<file path="config.mk">
export PLATFORM = sky130hd
export DESIGN_NAME = itch_modify_parser
export DESIGN_NICKNAME = d
export VERILOG_FILES = /design/src/rtl/itch_pkg.sv /design/src/rtl/itch_beat_accumulator.sv /design/src/rtl/itch_modify_parser.sv
export SDC_FILE = /design/constraint.sdc
export NUM_CORES = 1
export LEC_CHECK = 0
export ABC_AREA = 1
export ABC_CLOCK_PERIOD_IN_PS = 19850
export CAP_MARGIN = 20
export CORE_MARGIN = 2
export CORE_UTILIZATION = 30
export CTS_CLUSTER_DIAMETER = 120
export DETAILED_ROUTE_END_ITERATION = 8
export SLEW_MARGIN = 20
export SYNTH_ARGS = -nofsm -noshare
export SYNTH_HDL_FRONTEND = slang
export SYNTH_SLANG_ARGS = --single-unit
</file>
<file path="constraint.sdc">
create_clock -name clk_in -period 19.85 [get_ports clk_in]
set_clock_uncertainty 0.05 [all_clocks]
set_input_delay 5.955 -clock clk_in [delete_from_list [all_inputs] [get_ports clk_in]]
set_output_delay 5.955 -clock clk_in [all_outputs]
set_load 0.005 [all_outputs]
</file>
<file path="src/rtl/itch_pkg.sv">
// itch_pkg: shared types and constants for the ITCH modify-message parser.
//   op_e       : message op-codes (cancel/delete/replace/executed)
//   state_e    : parser FSM states
//   LEN_*      : payload lengths in bytes (type byte excluded)
//   OFF_*      : field byte offsets within the payload
//   be_field() : pull an up-to-8-byte big-endian field out of the flat byte buffer
package itch_pkg;

  typedef enum logic [2:0] {
    OP_CANCEL   = 3'd0,
    OP_DELETE   = 3'd1,
    OP_REPLACE  = 3'd2,
    OP_EXECUTED = 3'd3
  } op_e;

  typedef enum logic [1:0] {
    ST_IDLE,
    ST_COLLECT,
    ST_HOLD,
    ST_DROP
  } state_e;

  localparam int LEN_CANCEL   = 22;
  localparam int LEN_DELETE   = 18;
  localparam int LEN_REPLACE  = 34;
  localparam int LEN_EXECUTED = 30;
  localparam int MAX_LEN      = 34;
  localparam int BUF_BITS     = MAX_LEN * 8;
  localparam int CNT_W        = $clog2(MAX_LEN + 1);

  localparam int OFF_LOCATE         = 0;
  localparam int OFF_TIMESTAMP      = 4;
  localparam int OFF_ORDER_REF      = 10;
  localparam int OFF_NEW_REF        = 18;
  localparam int OFF_CANCEL_SHARES  = 18;
  localparam int OFF_EXEC_SHARES    = 18;
  localparam int OFF_REPLACE_SHARES = 26;
  localparam int OFF_PRICE          = 30;

  function automatic int payload_len(input op_e op);
    case (op)
      OP_CANCEL:   return LEN_CANCEL;
      OP_DELETE:   return LEN_DELETE;
      OP_REPLACE:  return LEN_REPLACE;
      OP_EXECUTED: return LEN_EXECUTED;
      default:     return 0;
    endcase
  endfunction

  // Byte 0 of the buffer sits in the MSBs; fields are big-endian.
  function automatic logic [63:0] be_field(input logic [BUF_BITS-1:0] b,
                                           input int off, input int n);
    logic [63:0] r;
    r = '0;
    for (int i = 0; i < 8; i++) begin
      if (i < n) r = {r[55:0], b[BUF_BITS-1-8*(off+i) -: 8]};
    end
    return r;
  endfunction

endpackage

</file>
<file path="src/rtl/itch_beat_accumulator.sv">
// itch_beat_accumulator: byte buffer and beat counter for the ITCH parser.
// Ports:
//   clk_in, reset_in : clock, asynchronous active-high reset
//   wr_i             : store data_i this cycle
//   first_i          : data_i is the first beat (offset 0, counter restarts at 1)
//   data_i           : beat bytes, first byte in the MSBs
//   count_o          : beats stored so far in the current message
//   bytes_d_o        : next-state buffer contents (includes the beat being written)
module itch_beat_accumulator
  import itch_pkg::*;
#(
  parameter int BEAT_BYTES = 4
) (
  input  logic                    clk_in,
  input  logic                    reset_in,
  input  logic                    wr_i,
  input  logic                    first_i,
  input  logic [8*BEAT_BYTES-1:0] data_i,
  output logic [CNT_W-1:0]        count_o,
  output logic [BUF_BITS-1:0]     bytes_d_o
);

  logic [7:0]       buf_q [MAX_LEN];
  logic [7:0]       buf_d [MAX_LEN];
  logic [CNT_W-1:0] count_q, count_d;
  int               base;

  always_comb begin
    buf_d   = buf_q;
    count_d = count_q;
    base    = 0;
    if (wr_i) begin
      count_d = first_i ? CNT_W'(1) : count_q + CNT_W'(1);
      base    = first_i ? 0 : int'(count_q) * BEAT_BYTES;
      // Bytes past the longest payload (tail of the last beat) are dropped.
      for (int j = 0; j < BEAT_BYTES; j++) begin
        if (base + j < MAX_LEN) buf_d[base+j] = data_i[8*(BEAT_BYTES-j)-1 -: 8];
      end
    end
  end

  always_ff @(posedge clk_in or posedge reset_in) begin
    if (reset_in) begin
      count_q <= '0;
      for (int i = 0; i < MAX_LEN; i++) buf_q[i] <= 8'h00;
    end else begin
      count_q <= count_d;
      for (int i = 0; i < MAX_LEN; i++) buf_q[i] <= buf_d[i];
    end
  end

  for (genvar gi = 0; gi < MAX_LEN; gi++) begin : g_flat
    assign bytes_d_o[BUF_BITS-1-8*gi -: 8] = buf_d[gi];
  end

  assign count_o = count_q;

endmodule

</file>
<file path="src/rtl/itch_modify_parser.sv">
// itch_modify_parser: decodes ITCH cancel/delete/replace/executed messages
// arriving as big-endian beats into registered fields with a valid/ready result.
// Ports:
//   clk_in, reset_in              : clock, asynchronous active-high reset
//   data_in, valid_in, sop_in,
//   mess_type_in, in_ready_out    : beat input stream
//   out_valid, out_ready          : result handshake
//   operation_out, stock_out, order_id_out, new_order_id_out,
//   quantity_out, price_out       : decoded fields (undefined ones are 0)
//   err_out                       : one-cycle pulse when a message is cut short by sop_in
//   timestamp_out                 : bytes 4..9, only with PARSER_TIMESTAMP_EN defined
module itch_modify_parser
  import itch_pkg::*;
#(
  parameter int BEAT_BYTES  = 4,
  parameter int DATA_WIDTH  = 8 * BEAT_BYTES,
  parameter int STOCK_WIDTH = 16,
  parameter int ID_WIDTH    = 64,
  parameter int QUANT_WIDTH = 32,
  parameter int PRICE_WIDTH = 32
) (
  input  logic                   clk_in,
  input  logic                   reset_in,
  input  logic [DATA_WIDTH-1:0]  data_in,
  input  logic                   valid_in,
  input  logic                   sop_in,
  input  logic [2:0]             mess_type_in,
  output logic                   in_ready_out,
  output logic                   out_valid,
  input  logic                   out_ready,
  output logic [2:0]             operation_out,
  output logic [STOCK_WIDTH-1:0] stock_out,
  output logic [ID_WIDTH-1:0]    order_id_out,
  output logic [ID_WIDTH-1:0]    new_order_id_out,
  output logic [QUANT_WIDTH-1:0] quantity_out,
  output logic [PRICE_WIDTH-1:0] price_out,
  output logic                   err_out
`ifdef PARSER_TIMESTAMP_EN
  ,
  output logic [47:0]            timestamp_out
`endif
);

  state_e             state_q, state_d;
  op_e                op_q, op_d;
  logic               err_q, err_d;
  logic               out_valid_q;
  logic               wr, first, fin, accept;
  logic [CNT_W-1:0]   count;
  logic [BUF_BITS-1:0] bytes_d;

  logic [2:0]             oper_q;
  logic [STOCK_WIDTH-1:0] stock_q;
  logic [ID_WIDTH-1:0]    id_q, new_id_q;
  logic [QUANT_WIDTH-1:0] qty_q, qty_d;
  logic [PRICE_WIDTH-1:0] price_q;

  function automatic logic [CNT_W-1:0] nbeats(input op_e op);
    return CNT_W'((payload_len(op) + BEAT_BYTES - 1) / BEAT_BYTES);
  endfunction

  itch_beat_accumulator #(.BEAT_BYTES(BEAT_BYTES)) u_acc (
    .clk_in    (clk_in),
    .reset_in  (reset_in),
    .wr_i      (wr),
    .first_i   (first),
    .data_i    (data_in),
    .count_o   (count),
    .bytes_d_o (bytes_d)
  );

  assign in_ready_out = (state_q != ST_HOLD);
  assign accept       = valid_in && in_ready_out;

  always_comb begin
    state_d = state_q;
    op_d    = op_q;
    wr      = 1'b0;
    first   = 1'b0;
    fin     = 1'b0;
    err_d   = 1'b0;
    case (state_q)
      ST_IDLE, ST_COLLECT, ST_DROP: begin
        if (accept && sop_in) begin
          // A new sop while collecting aborts the partial message and restarts.
          if (state_q == ST_COLLECT) err_d = 1'b1;
          if (!mess_type_in[2]) begin
            op_d    = op_e'(mess_type_in);
            wr      = 1'b1;
            first   = 1'b1;
            fin     = (nbeats(op_d) == CNT_W'(1));
            state_d = fin ? ST_HOLD : ST_COLLECT;
          end else begin
            state_d = ST_DROP;
          end
        end else if (accept && state_q == ST_COLLECT) begin
          wr  = 1'b1;
          fin = (count + CNT_W'(1) == nbeats(op_q));
          if (fin) state_d = ST_HOLD;
        end
      end
      ST_HOLD: begin
        if (out_valid_q && out_ready) state_d = ST_IDLE;
      end
      default: state_d = ST_IDLE;
    endcase
  end

  always_comb begin
    qty_d = '0;
    case (op_d)
      OP_CANCEL:   qty_d = QUANT_WIDTH'(be_field(bytes_d, OFF_CANCEL_SHARES, 4));
      OP_REPLACE:  qty_d = QUANT_WIDTH'(be_field(bytes_d, OFF_REPLACE_SHARES, 4));
      OP_EXECUTED: qty_d = QUANT_WIDTH'(be_field(bytes_d, OFF_EXEC_SHARES, 4));
      default:     qty_d = '0;
    endcase
  end

  // Fields are captured from the buffer's next state so the result is
  // presented on the cycle right after the final beat.
  always_ff @(posedge clk_in or posedge reset_in) begin
    if (reset_in) begin
      state_q     <= ST_IDLE;
      op_q        <= OP_CANCEL;
      err_q       <= 1'b0;
      out_valid_q <= 1'b0;
      oper_q      <= '0;
      stock_q     <= '0;
      id_q        <= '0;
      new_id_q    <= '0;
      qty_q       <= '0;
      price_q     <= '0;
    end else begin
      state_q <= state_d;
      op_q    <= op_d;
      err_q   <= err_d;
      if (fin) begin
        out_valid_q <= 1'b1;
        oper_q      <= op_d;
        stock_q     <= STOCK_WIDTH'(be_field(bytes_d, OFF_LOCATE, 2));
        id_q        <= ID_WIDTH'(be_field(bytes_d, OFF_ORDER_REF, 8));
        new_id_q    <= (op_d == OP_REPLACE) ? ID_WIDTH'(be_field(bytes_d, OFF_NEW_REF, 8)) : '0;
        qty_q       <= qty_d;
        price_q     <= (op_d == OP_REPLACE) ? PRICE_WIDTH'(be_field(bytes_d, OFF_PRICE, 4)) : '0;
      end else if (out_valid_q && out_ready) begin
        out_valid_q <= 1'b0;
      end
    end
  end

`ifdef PARSER_TIMESTAMP_EN
  logic [47:0] ts_q;
  always_ff @(posedge clk_in or posedge reset_in) begin
    if (reset_in)  ts_q <= '0;
    else if (fin)  ts_q <= 48'(be_field(bytes_d, OFF_TIMESTAMP, 6));
  end
  assign timestamp_out = ts_q;
`endif

  assign out_valid        = out_valid_q;
  assign err_out          = err_q;
  assign operation_out    = oper_q;
  assign stock_out        = stock_q;
  assign order_id_out     = id_q;
  assign new_order_id_out = new_id_q;
  assign quantity_out     = qty_q;
  assign price_out        = price_q;

endmodule
</file>
After elaboration in Yosys (flattened, before gate mapping). Index checks and enable logic that the tools add are counted.

Register bits after elaboration: 496. Input port bits: 40. Output and inout bits: 214. Logic and storage cells: 166.

Bitwise logic cells: 6. Equality and inequality tests: 17. Add/sub/neg operators: 10. Muxes and demuxes: 58. Reduce and logical (&&, ||, !) cells: 18. $lt $le $gt $ge: 12.

Operators with widths (count): two-way mux 272 bit (8); bitwise mux 272 bit (4); two-way mux 32 bit (7); demux 8 bit (select 6 bit) (4); greater-or-equal comparator 32 x 7 -> 1 bit (second input constant) (4); less-than comparator 32 x 1 -> 1 bit (second input constant) (4); less-than comparator 32 x 7 -> 1 bit (second input constant) (4); NOT 32 bit (4); adder 32 x 3 -> 32 bit (second input constant) (2); adder 32 x 4 -> 32 bit (second input constant) (2); two-way mux 64 bit (1); one-hot mux 32 bit (2 select lines) (1); subtractor 32 x 2 -> 32 bit (second input constant) (2); one-hot mux 6 bit (4 select lines) (2); two-way mux 8 bit (5); adder 32 x 2 -> 32 bit (second input constant) (1); == test 3 x 2 -> 1 bit (second input constant) (6); two-way mux 1 bit (15); adder 6 x 1 -> 6 bit (2); two-way mux 2 bit (6); zero test 3 bit (3); two-way mux 3 bit (3); logical AND 1 bit (8); adder 6 x 1 -> 6 bit (second input constant) (1); 15 further kinds (22).

Depth between registers and ports, before layout. Gate-level depths: netlist of the first run.

Depth in word-level cells: 24. Gate-level depth with buffers: 17. Depth with buffers taken out: 16.

By module. From an unflattened synthesis of the first run, not the netlist that was laid out.

Cells, all modules: 2634. Area total of the unflattened synthesis: 21451.8 um^2.

By module, submodules not included: itch_beat_accumulator (cells an instance 1270, area each 11116.9 um^2, instances 1, sequential area each 6956.7 um^2); itch_modify_parser (cells an instance 1364, area each 10334.9 um^2, instances 1, sequential area each 5455.2 um^2).

Least setup slack after synthesis of the first run. OpenSTA, ideal clock, no wires.

Path kind: input to register. Start: input sop_in. End: register price_q[15] (netlist: price_out[15]). Setup slack: 12437 ps. Stages: 13. Arrival: 7246 ps. Required time: 19683 ps. Cells stage by stage: nand2_1 inv_2 nand3b_4 buf_6 o21ai_4 nand3_2 nor2_4 buf_4 nand2_1 nand2_1 nor2_1 nand2_1 nand2_1.

Cells in the longest elaborated chain, start to end: 22. Elaborated cells on any way between the ends: 55. Classes of those cells: add/sub: 3; order compare: 12; eq/ne: 1; mux: 30; bitwise: 4; reduce/logical: 5.

RTL lines: start: declaration (RTL line itch_modify_parser.sv:26) `input logic sop_in,`; logical AND 1 bit * (RTL line itch_modify_parser.sv:84) `if (accept && sop_in) begin`; parallel branches: the longest is 21 deep, another holds adder 32 x 2 -> 32 bit; end signal: assignment (RTL line itch_modify_parser.sv:144) `price_q <= (op_d == OP_REPLACE) ? PRICE_WIDTH'(be_field(bytes_d, OFF_PRICE, 4)) : '0;`; end: declaration (RTL line itch_modify_parser.sv:56) `logic [PRICE_WIDTH-1:0] price_q;`.

Mark *: on every way between the ends. The select of a mux whose other input is x is not followed. A chain may end at the register's enable or synchronous reset.

Worst setup path in the final report of the first run.
Start: input sop_in. End: register new_id_q[37] (netlist: new_order_id_out[37]).

Elaborated cells on any way between the ends: 55. Classes of those cells: add/sub: 3; order compare: 12; eq/ne: 1; mux: 30; bitwise: 4; reduce/logical: 5.

RTL lines: logical AND 1 bit (RTL line itch_modify_parser.sv:84); two-way mux 3 bit (RTL line itch_modify_parser.sv:84); two-way mux 3 bit (RTL line itch_modify_parser.sv:82) `case (state_q)`; net op_d[2] (RTL line itch_modify_parser.sv:45) `op_e op_q, op_d;`; == test 3 x 2 -> 1 bit (RTL line itch_modify_parser.sv:142) `new_id_q <= (op_d == OP_REPLACE) ? ID_WIDTH'(be_field(bytes_d, OFF_NEW_REF, 8)) : '0;`; two-way mux 64 bit (RTL line itch_modify_parser.sv:142); end signal: assignment (RTL line itch_modify_parser.sv:142); end: declaration (RTL line itch_modify_parser.sv:54) `logic [ID_WIDTH-1:0] id_q, new_id_q;`.

The timed path passes the listed nets, and every way through them passes these cells. The select of a mux whose other input is x is not followed.

==> results of run 1 <==
-- cells in the final DEF (no fill, tap or decap), types with 2 or more instances in the layout --
cell type | netlist | final
dfrtp_1 | 432 | 432
nor2_1 | 107 | 107
clkinv_2 | 0 | 5
bufinv_16 | 0 | 4
clkbuf_8 | 0 | 8
nand3_1 | 117 | 117
inv_2 | 13 | 12
inv_1 | 261 | 259
clkbuf_1 | 29 | 19
buf_12 | 0 | 3
inv_6 | 0 | 2
o21bai_1 | 16 | 16
clkdlybuf4s50_1 | 0 | 253
clkinv_8 | 0 | 2
nand2_1 | 1101 | 1101
o21ai_0 | 14 | 14
buf_4 | 20 | 16
nand3_2 | 4 | 4
nand2_2 | 6 | 6
o21ai_1 | 65 | 65
clkinv_1 | 2 | 3
ha_1 | 3 | 3
and2_1 | 16 | 16
o21a_1 | 16 | 16
nor2_4 | 5 | 5
nor2_2 | 4 | 4
clkbuf_16 | 0 | 49
o21ai_2 | 12 | 12
o22ai_1 | 4 | 4
nand4_1 | 73 | 73
-- critical path: stages --
cell and delay, ns:
clkdlybuf4s50_1 0.48, nand2_1 0.09, inv_2 0.09, nand3b_4 0.47, nand2_1 0.36, inv_2 0.08, nor3_4 0.17, buf_4 0.40
clkinv_2 0.56, buf_4 0.53, nor2_1 0.23, nand2_1 0.07, nand2_1 0.09
-- kinds of logic (layout without fill, tap and decap cells) --
| group | count (synthesis) | in the layout |
|---|---|---|
| simple gates | 1439 | 1439 |
| flops | 432 | 432 |
| buf+inv | 399 | 637 |
| compound gates | 130 | 130 |
| fa+ha+maj | 3 | 3 |
-- registers in the layout (all words and copies together) (netlist names) --
| name | cells |
|---|---|
| state_q | 2 |
| stock_out | 16 |
| order_id_out | 64 |
| u_acc.count_o | 6 |
| err_out | 1 |
| new_order_id_out | 64 |
| u_acc.buf_q | 208 |
| op_q | 3 |
| quantity_out | 32 |
| operation_out | 3 |
| price_out | 32 |
| out_valid | 1 |
-- path summary, 6_finish.rpt --
kind,start,endpoint,slack (ns)
max,sop_in,new_order_id_out[37],10.59
min,u_acc.buf_q[187],u_acc.buf_q[187],0.42
max reg2reg,state_q[1],new_order_id_out[37],16.06
min reg2reg,u_acc.buf_q[187],u_acc.buf_q[187],0.42
max in group asynchronous,reset_in,out_valid,12.33
min in group asynchronous,reset_in,order_id_out[54],5.86
-- layer usage --
metal / part of all wire (%) / global-route usage, % / vias up
met5: 0.023 / 0 / -
met4: 2.8 / 5.14 / 2
met3: 4.4 / 3.24 / 84
met2: 48 / 28.9 / 300
met1: 45 / 23.0 / 7225
li1: - / - / 7728
-- stage by stage --
stage                     instances  total power, W  hold slack [ns]  setup slack, ns
after floorplan                2403         0.00199            0.388             1.81
after global placement         3398         0.00253            0.405            10.07
after detailed placement       3398         0.00255            0.407             10.0
after CTS                      3487         0.00349            0.421            10.61
after global routing           3487         0.00369            0.445            10.23
final                          3487         0.00344            0.419            10.59
-- cell type report --
class / instances / area [µm²]
clock buffers: 76 / 1410
clock inverters: 13 / 199
fillers: 6456 / 39200
inverters: 276 / 1040
multi-input cells: 1572 / 6750
flip-flops and latches: 432 / 10800
well taps: 846 / 1060
repair buffers: 272 / 2710
-- power by group --
group | internal (W) | switching, W
clock | 0.000540 | 0.000373
combinational | 0.000524 | 0.000645
sequential | 0.00119 | 0.000161
total | 0.00226 | 0.00118
==> metrics.md, run 1 <==
| Metric | Value |
|---|---|
| Status | completed |
| Final Cell Area | 24000 µm² |
| Share of post-route cells with drive strength above 1 | 5.26% |
| Final min period | 9.26 ns |
| Area contributors post-synth | dfrtp_1 56%, nand2_1 21%, inv_1 5.1% |
| Fin util | 37.9% |
| CTS Root Cell | clkbuf_16 |
| Detail Placement HPWL | 36.7 mm |
| Worst Path Required | 20.32 ns |
| Register area share after synthesis | 56.2% |
| Share of flip-flops with an asynchronous set or reset | 100% |
| Final Slew Violations | 0 |
| Overflow after GRT | 0 |
| Synth unique cells | 34 |
| Worst VDD drop | 0.0642 mV |
| Area of the core | 63200 µm² |
| Reg2Reg Depth | 11 |
| Row count | 92 |
| WP data arrival | 9.73 ns |
| CTS tree | built |
| Setup_tns | 0 ns |
| Slew @ Worst Pin | 1.15 ns |
| WL per Instance | 16.5 µm |
| Post-synthesis xor/xnor area fraction | 0% |
| Resized cells post-CTS | 0 |
| # diodes | 0 |
| First-pass GRT wire length | 90.0 mm |
| Final nets | 2646 |
| Crit path kind | input pin to flip-flop |
| Max Cap Viol | 0 |
| Drt total wl | 57.7 mm |
| Syn-to-layout area delta | 24.6% |
| RSZ-0062 raised after global routing | no |
| Ys Warns | 0 |
| Hold Vio Cnt, Final | 0 |
| CTS clock-pin slew for the worst setup and hold paths | 0.06 ns |
| Ys flop type | dfrtp_1 |
| CTS H-tree depth | 2 |
| Routability Congestion | 0.808 |
| Ratio of total power to cell area | 143 nW/µm² |
| Initial DRC Count | 1078 |
| Synth Area in Compound Gates | 4.16% |
| Syn Area/Cell | 8.01 µm² |
| Count of input and output buffers | 253 |
| Post-DP Area | 22400 µm² |
| CTS sink count | 432 |
| Endpoint type of the worst setup path | flip-flop |
| Count leader, synth | nand2_1 |
| Initial Utilization | 30.4% |
| TritonRoute pass-1 iters | 5 |
| Largest net degree at the start of global routing | 209 |
| Cts bufs inserted | 49 |
| Post-CTS setup buffer count | 0 |
| Post-synth top area share | 56.2% |
| Vias post-DR | 15300 |
| Synth Area in Adders | 0.195% |
| Ports | 254 |
| Synth top cells by count | 1101 x nand2_1, 432 x dfrtp_1, 261 x inv_1 |
| Initial antenna violation count | 1 |
| Syn Inst Count | 2403 |
| Worst hold stages | 2 |
| Area leader, netlist | dfrtp_1 |
| Vias in the first global route | 15000 |
| CTS max path bufs | 3 |
| Largest family of logic cells by synthesized area | simple AND/OR/NAND/NOR gates |
| CP Launch Type | input pin |
| Die Footprint | 66200 µm² |
| Worst-path maximum fanout | 64 |
| Gr usage total | 17.4% |
| Die Span Y | 257 µm |
| Post-route ant nets | 0 |
| Final Setup Violations | 0 |
| Vias per cell | 4.40 |
| Synth Area in Simple Gates | 30.7% |
| Latest clock arrival within the worst-skew pair | 0.58 ns |
| Crit share post-route | 46.7% |
| Mux cell area share after synthesis | 0% |
| Leakage | 12.5 nW |
| # DRC | 0 |
| EDFF count, synth | 0 |
| Slew headroom | 23.2% |
| Syn Std Cell Area | 19200 µm² |
| Hold Path Class | flip-flop to flip-flop |
| Seq cells post-synth | 432 |
| Post-Syn Nets | 2446 |
| Max Fclk | 108 MHz |
| Hold-fix buffers, CTS | 0 |
| Die width | 257 µm |
Note: power is estimated with default switching activity, not from simulation.
==> inputs of run 2 (changes only) <==
--- a/config.mk
+++ b/config.mk
@@ -6,7 +6,7 @@
 export NUM_CORES = 1
 export LEC_CHECK = 0
 export ABC_AREA = 1
-export ABC_CLOCK_PERIOD_IN_PS = 19850
+export ABC_CLOCK_PERIOD_IN_PS = 9500
 export CAP_MARGIN = 20
 export CORE_MARGIN = 2
 export CORE_UTILIZATION = 30
==> constraint.sdc (replaced) <==
create_clock -name clk_in -period 9.5 [get_ports clk_in]
set_clock_uncertainty 0.05 [all_clocks]
set_input_delay 2.85 -clock clk_in [delete_from_list [all_inputs] [get_ports clk_in]]
set_output_delay 2.85 -clock clk_in [all_outputs]
set_load 0.005 [all_outputs]
==> run 2 against run 1 <==
Compared with the run above: clock power increased by 120%; setup slack got worse by 7.2 ns; via count increased by 1.5%.
==> metrics.md, run 2 (synthesized netlist as in run 1, its figures left out) <==
| Metric | Value |
|---|---|
| Status | completed |
| Most frequent cells in the layout | 1101 x nand2_1, 432 x dfrtp_1, 260 x inv_1, 253 x clkdlybuf4s50_1, 117 x nand3_1 |
| WHS Endpoint | u_acc.buf_q[189] |
| First-pass GRT wire length | 91.5 mm (+1.7%) |
| Final min period | 6.16 ns |
| Worst-path maximum fanout | 52 (-19%) |
| Sequential Power Share | 39.0% (-0.4 points) |
| Most Frequent Cell on Critical Path | nand2_1 |
| WL per Instance | 16.8 µm (+1.5%) |
| Worst path max stage delay | 0.60 ns (+0.04 ns) |
| CP Launch Type | input pin |
| Worst Path Required | 9.96 ns (-10.36 ns) |
| Crit path kind | input pin to flip-flop |
| CTS tree | built |
| Post-route ant nets | 0 (unchanged) |
| Internal power | 0.00477 W (+110%) |
| R2r setup slk | 5.69 ns (-10.37 ns) |
| Routability Congestion | 0.817 (+1.2%) |
| Hold Path Class | flip-flop to flip-flop |
| Reg-to-reg critical path endpoint | new_order_id_out[54] |
| Slew @ Worst Pin | 1.10 ns (-0.0524 ns) |
| Overflow after GRT | 0 (unchanged) |
| # diodes | 0 (unchanged) |
| Post-CTS setup buffer count | 0 (unchanged) |
| Worst hold stages | 2 (unchanged) |
| # DRC | 0 (unchanged) |
| P_sw | 0.00248 W (+110%) |
| Row count | 92 (unchanged) |
| Setup_tns | 0 ns (unchanged) |
| Most common cell after layout, fill and taps aside | nand2_1 |
| Share of post-route cells with drive strength above 1 | 5.71% (+0.45 points) |
| Vias in the first global route | 15300 (+2.2%) |
| Initial antenna violation count | 2 (+1) |
| Crit. Startpoint | sop_in |
| Ports | 254 (unchanged) |
| Leakage | 12.6 nW (+0.49%) |
| Clock Power Share | 27.2% (+0.6 points) |
| Die width | 257 µm (unchanged) |
| Crit share post-route | 64.9% |
| Largest Register | u_acc.buf_q |
| CTS clock-pin slew for the worst setup and hold paths | 0.06 ns (about the same) |
| CP Cell Sequence | clkdlybuf4s50_1 > nand2_1 > inv_2 > nand3b_4 > nand2_1 > inv_2 > nor3_4 > buf_4 > clkinv_2 > buf_12 > buf_4 > nor2_1 > nand2_1 > nand2_1 |
| Reg2Reg Depth | 13 (+2) |
| RSZ-0062 raised after global routing | no |
| Switching share of power | 34.2% (-0.064 points) |
| Max reg flops | 208 (unchanged) |
| Max Fclk | 162 MHz |
| Ratio of total power to cell area | 301 nW/µm² (+110%) |
| TritonRoute pass-1 iters | 5 (unchanged) |
| Vias per cell | 4.46 (+1.4%) |
| Syn-to-layout area delta | 25.1% |
| Max Cap Viol | 0 (unchanged) |
| Latest clock arrival within the worst-skew pair | 0.59 ns (about the same) |
| CTS Root Cell | clkbuf_16 |
| Vias post-DR | 15600 (+1.5%) |
| Drt total wl | 58.6 mm (+1.5%) |
| CTS sink count | 432 (unchanged) |
| Comb power frac | 33.8% (-0.2 points) |
| Hold path startpoint | u_acc.buf_q[189] |
| WP data arrival | 6.62 ns (-3.11 ns) |
| Final Slew Violations | 0 (unchanged) |
| Reg2reg start | state_q[0] |
| Final nets | 2651 (+0.19%) |
| Endpoint type of the worst setup path | flip-flop |
| Detail Placement HPWL | 38.3 mm (+4.1%) |
| Initial Utilization | 30.4% (unchanged) |
| Die Footprint | 66200 µm² (unchanged) |
| Die Span Y | 257 µm (unchanged) |
| Hold Vio Cnt, Final | 0 (unchanged) |
| Worst VDD drop | 0.141 mV (+120%) |
| Area of the core | 63200 µm² (unchanged) |
| Layout fillers | 6451 (-0.077%) |
| Final Setup Violations | 0 (unchanged) |
| Crit-path slowest cell | clkinv_2 |
| Largest net degree at the start of global routing | 147 (-30%) |
| Resized cells post-CTS | 0 (unchanged) |
| Gr usage total | 17.7% (+0.31 points) |
| CTS max path bufs | 3 (unchanged) |
| Initial DRC Count | 1169 (+8.4%) |
| Total power | 0.00725 W (+110%) |
| Cts bufs inserted | 50 (+2.0%) |
| CTS H-tree depth | 2 (unchanged) |
| Count of input and output buffers | 253 (unchanged) |
| Slew headroom | 26.6% (+3.4 points) |
| Hold-fix buffers, CTS | 0 (unchanged) |
## run 2: cell types whose count changed in the layout (fill, tap and decap cells not counted), sizes merged
cell / delta
clkinv: +4
clkinvlp: +2
bufinv: +1
clkbuf: -8
buf: +4
## run 2: cell type report
class                      count  area [µm²]  share of cell area [%]
multi-input combinational   1572        6750                    28.0
clock inverter                20         250                    1.04
timing repair buffer         276        2760                    11.4
tap                          846        1060                    4.40
sequential                   432       10800                    44.9
clock buffer                  68        1410                    5.86
inverter                     276        1040                    4.32
## run 2: how the worst max path moves through the flow
stage	slack [ns]	end
finish	3.34	new_order_id_out[54]
global route	3.05	new_order_id_out[57]
CTS	3.37	new_order_id_out[54]
detailed placement	2.76	new_order_id_out[52]
global placement	2.41	price_out[19]
floorplan	0.77	err_out
## run 2: power groups by stage
stage | registers, W | logic (W) | clock network, W
4_1_cts | 0.00283 | 0.00250 | 0.00203
3_5_place_dp | 0.00285 | 0.00248 | 0
6_report | 0.00283 | 0.00245 | 0.00197
3_3_place_gp | 0.00285 | 0.00245 | 0
5_1_grt | 0.00290 | 0.00277 | 0.00210
2_1_floorplan | 0.00280 | 0.00135 | 0
## run 2: critical path, delay by kind of cell
kind	cells	cell delay [ns]
buffers and inverters	7	2.30
and+or+nand+nor	7	1.43
## run 2: through the flow
step	std cells	setup WS, ns	instance area (µm²)	utilization, %	hold WS [ns]
after floorplan	2403	0.767	19200	-	0.388
after global placement	3401	2.41	22400	35.4	0.402
after detailed placement	3402	2.76	22400	35.5	0.406
after CTS	3490	3.37	24100	38.1	0.421
after global routing	3490	3.05	24100	38.1	0.433
final	3490	3.34	24100	38.1	0.416
## run 2: metal layers
metal,up-vias,part of all wire (%),track usage [%],wire length [µm]
met5,-,0.044,0,26
met4,4,2.6,5.22,1510
met3,82,4.7,3.25,2770
met2,321,49,29.8,28500
met1,7399,44,23.2,25700
li1,7759,-,-,-
==> inputs of run 3 (changes only) <==
--- a/config.mk
+++ b/config.mk
@@ -6,7 +6,7 @@
 export NUM_CORES = 1
 export LEC_CHECK = 0
 export ABC_AREA = 1
-export ABC_CLOCK_PERIOD_IN_PS = 9500
+export ABC_CLOCK_PERIOD_IN_PS = 5200
 export CAP_MARGIN = 20
 export CORE_MARGIN = 2
 export CORE_UTILIZATION = 30
==> constraint.sdc (replaced) <==
create_clock -name clk_in -period 5.2 [get_ports clk_in]
set_clock_uncertainty 0.05 [all_clocks]
set_input_delay 1.56 -clock clk_in [delete_from_list [all_inputs] [get_ports clk_in]]
set_output_delay 1.56 -clock clk_in [all_outputs]
set_load 0.005 [all_outputs]
==> run 3 against run 2 <==
Compared with the run above: register-to-register slack got worse by 3.6 ns; largest power group unchanged; critical endpoint is now new_order_id_out[55]; largest cell class unchanged; combinational power rose by 84%; count of clock-buffer cells in the layout is 3 higher; highest routed layer unchanged; routed wire length increased by 0.98%; final area grew 0.25%.
==> metrics.md, run 3 (synthesized netlist as in run 1, its figures left out) <==
| Metric | Value |
|---|---|
| Crit share post-route | 70.6% |
| Syn-to-layout area delta | 25.4% |
| Slew headroom | 39.8% (+13 points) |
| # diodes | 0 (unchanged) |
| Gr usage total | 18.1% (+0.38 points) |
| Vias per cell | 4.46 (about the same) |
| Layout fillers | 6468 (+0.26%) |
| Max Cap Viol | 0 (unchanged) |
| Reg2reg start | u_acc.count_o[4] |
| Die Footprint | 66200 µm² (unchanged) |
| Ports | 254 (unchanged) |
| Most common cell after layout, fill and taps aside | nand2_1 |
| Max Fclk | 272 MHz |
| Most frequent cells in the layout | 1101 x nand2_1, 432 x dfrtp_1, 260 x inv_1, 253 x clkdlybuf4s50_1, 117 x nand3_1 |
| Worst Path Required | 5.67 ns (-4.29 ns) |
| CTS Root Cell | clkbuf_16 |
| Largest net degree at the start of global routing | 159 (+8.2%) |
| CTS sink count | 432 (unchanged) |
| Overflow after GRT | 0 (unchanged) |
| WP data arrival | 4.15 ns (-2.47 ns) |
| Leakage | 12.6 nW (about the same) |
| Routability Congestion | 0.866 (+5.9%) |
| Initial Utilization | 30.4% (unchanged) |
| Status | completed |
| Latest clock arrival within the worst-skew pair | 0.58 ns (about the same) |
| Hold-fix buffers, CTS | 0 (unchanged) |
| Crit. Startpoint | sop_in |
| Endpoint type of the worst setup path | flip-flop |
| First-pass GRT wire length | 93.4 mm (+2.1%) |
| Area of the core | 63200 µm² (unchanged) |
| Cts bufs inserted | 48 (-4.0%) |
| Slew @ Worst Pin | 0.903 ns (-0.196 ns) |
| Crit path kind | input pin to flip-flop |
| # DRC | 0 (unchanged) |
| Initial DRC Count | 1059 (-9.4%) |
| Hold path startpoint | u_acc.buf_q[142] |
| Final Slew Violations | 0 (unchanged) |
| TritonRoute pass-1 iters | 7 (+2) |
| Initial antenna violation count | 3 (+1) |
| Fin worst setup slack | 1.53 ns (-1.81 ns) |
| CTS clock-pin slew for the worst setup and hold paths | 0.06 ns (about the same) |
| Worst VDD drop | 0.218 mV (+55%) |
| Die width | 257 µm (unchanged) |
| Die Span Y | 257 µm (unchanged) |
| Vias in the first global route | 15500 (+1.1%) |
| Hold Path Class | flip-flop to flip-flop |
| Resized cells post-CTS | 0 (unchanged) |
| Row count | 92 (unchanged) |
| WL per Instance | 16.9 µm (+0.60%) |
| Dpl ws | 0.935 ns (-1.82 ns) |
| CTS tree | built |
| RSZ-0062 raised after global routing | no |
| Final nets | 2664 (+0.49%) |
| Largest Register | u_acc.buf_q |
| Detail Placement HPWL | 39.0 mm (+1.9%) |
| Setup_tns | 0 ns (unchanged) |
| Final Setup Violations | 0 (unchanged) |
| Total power | 0.0131 W (+81%) |
| Share of post-route cells with drive strength above 1 | 6.10% (+0.39 points) |
| Count of input and output buffers | 253 (unchanged) |
| Post-CTS setup buffer count | 0 (unchanged) |
| CTS H-tree depth | 2 (unchanged) |
| Worst-path maximum fanout | 34 (-35%) |
| Post-route ant nets | 0 (unchanged) |
| Ratio of total power to cell area | 543 nW/µm² (+80%) |
| CTS max path bufs | 3 (unchanged) |
| CP Launch Type | input pin |
| Drt total wl | 59.2 mm (+0.98%) |
| Vias post-DR | 15600 (+0.41%) |
| Final min period | 3.67 ns |
| Hold Vio Cnt, Final | 0 (unchanged) |
| Max reg flops | 208 (unchanged) |
run 3: worst max-delay path: stages:
cell and delay (ns):
clkdlybuf4s50_1 0.48, nand2_1 0.08, inv_2 0.09, nand3b_4 0.13
buf_4 0.22, o21ai_4 0.08, buf_4 0.45, nand3_2 0.46
nand2_1 0.21, nand2_1 0.09, nor2_1 0.11, nand2_1 0.07
nand2_1 0.08
run 3: through the flow:
step	util, %	cells	instance area, µm²	hold WS, ns
global route	38.2	3503	24100	0.429
finish	38.2	3503	24100	0.418
CTS	38.2	3503	24100	0.422
detailed placement	35.7	3417	22600	0.408
floorplan	-	2403	19200	0.388
global placement	35.7	3417	22600	0.404
run 3: layout make-up:
class | instances | area, µm² | share of cell area, %
clock inverter | 15 | 161 | 0.669
inverter | 276 | 1040 | 4.31
clock buffer | 71 | 1400 | 5.79
timing repair buffer | 291 | 2920 | 12.1
sequential | 432 | 10800 | 44.8
multi-input combinational | 1572 | 6750 | 28.0
tap | 846 | 1060 | 4.39
run 3: power breakdown:
part / internal, W / leakage (nW) / total (W) / switching [W]
Sequential: 0.00456 / 5.39 / 0.00517 / 0.000609
Clock: 0.00196 / 0.742 / 0.00342 / 0.00146
Combinational: 0.00203 / 6.45 / 0.00452 / 0.00248
run 3: path summary, 6_finish.rpt:
kind	end	slack, ns	cells past startpoint
worst max-delay path	new_order_id_out[55]	1.53	13
worst min-delay path	u_acc.buf_q[142]	0.42	2
worst max register to register	order_id_out[7]	2.06	11
worst min register to register	u_acc.buf_q[142]	0.42	2
max in group asynchronous	operation_out[2]	2.68	3
min in group asynchronous	stock_out[9]	1.43	2
run 3: layer usage:
| metal | GRT usage, % | share of wire (%) | routed length [µm] |
|---|---|---|---|
| met2 | 30.5 | 49 | 28700 |
| met3 | 3.26 | 5.2 | 3090 |
| met1 | 23.8 | 44 | 25800 |
| met4 | 4.89 | 2.5 | 1490 |
| met5 | 0 | 0.041 | 24 |
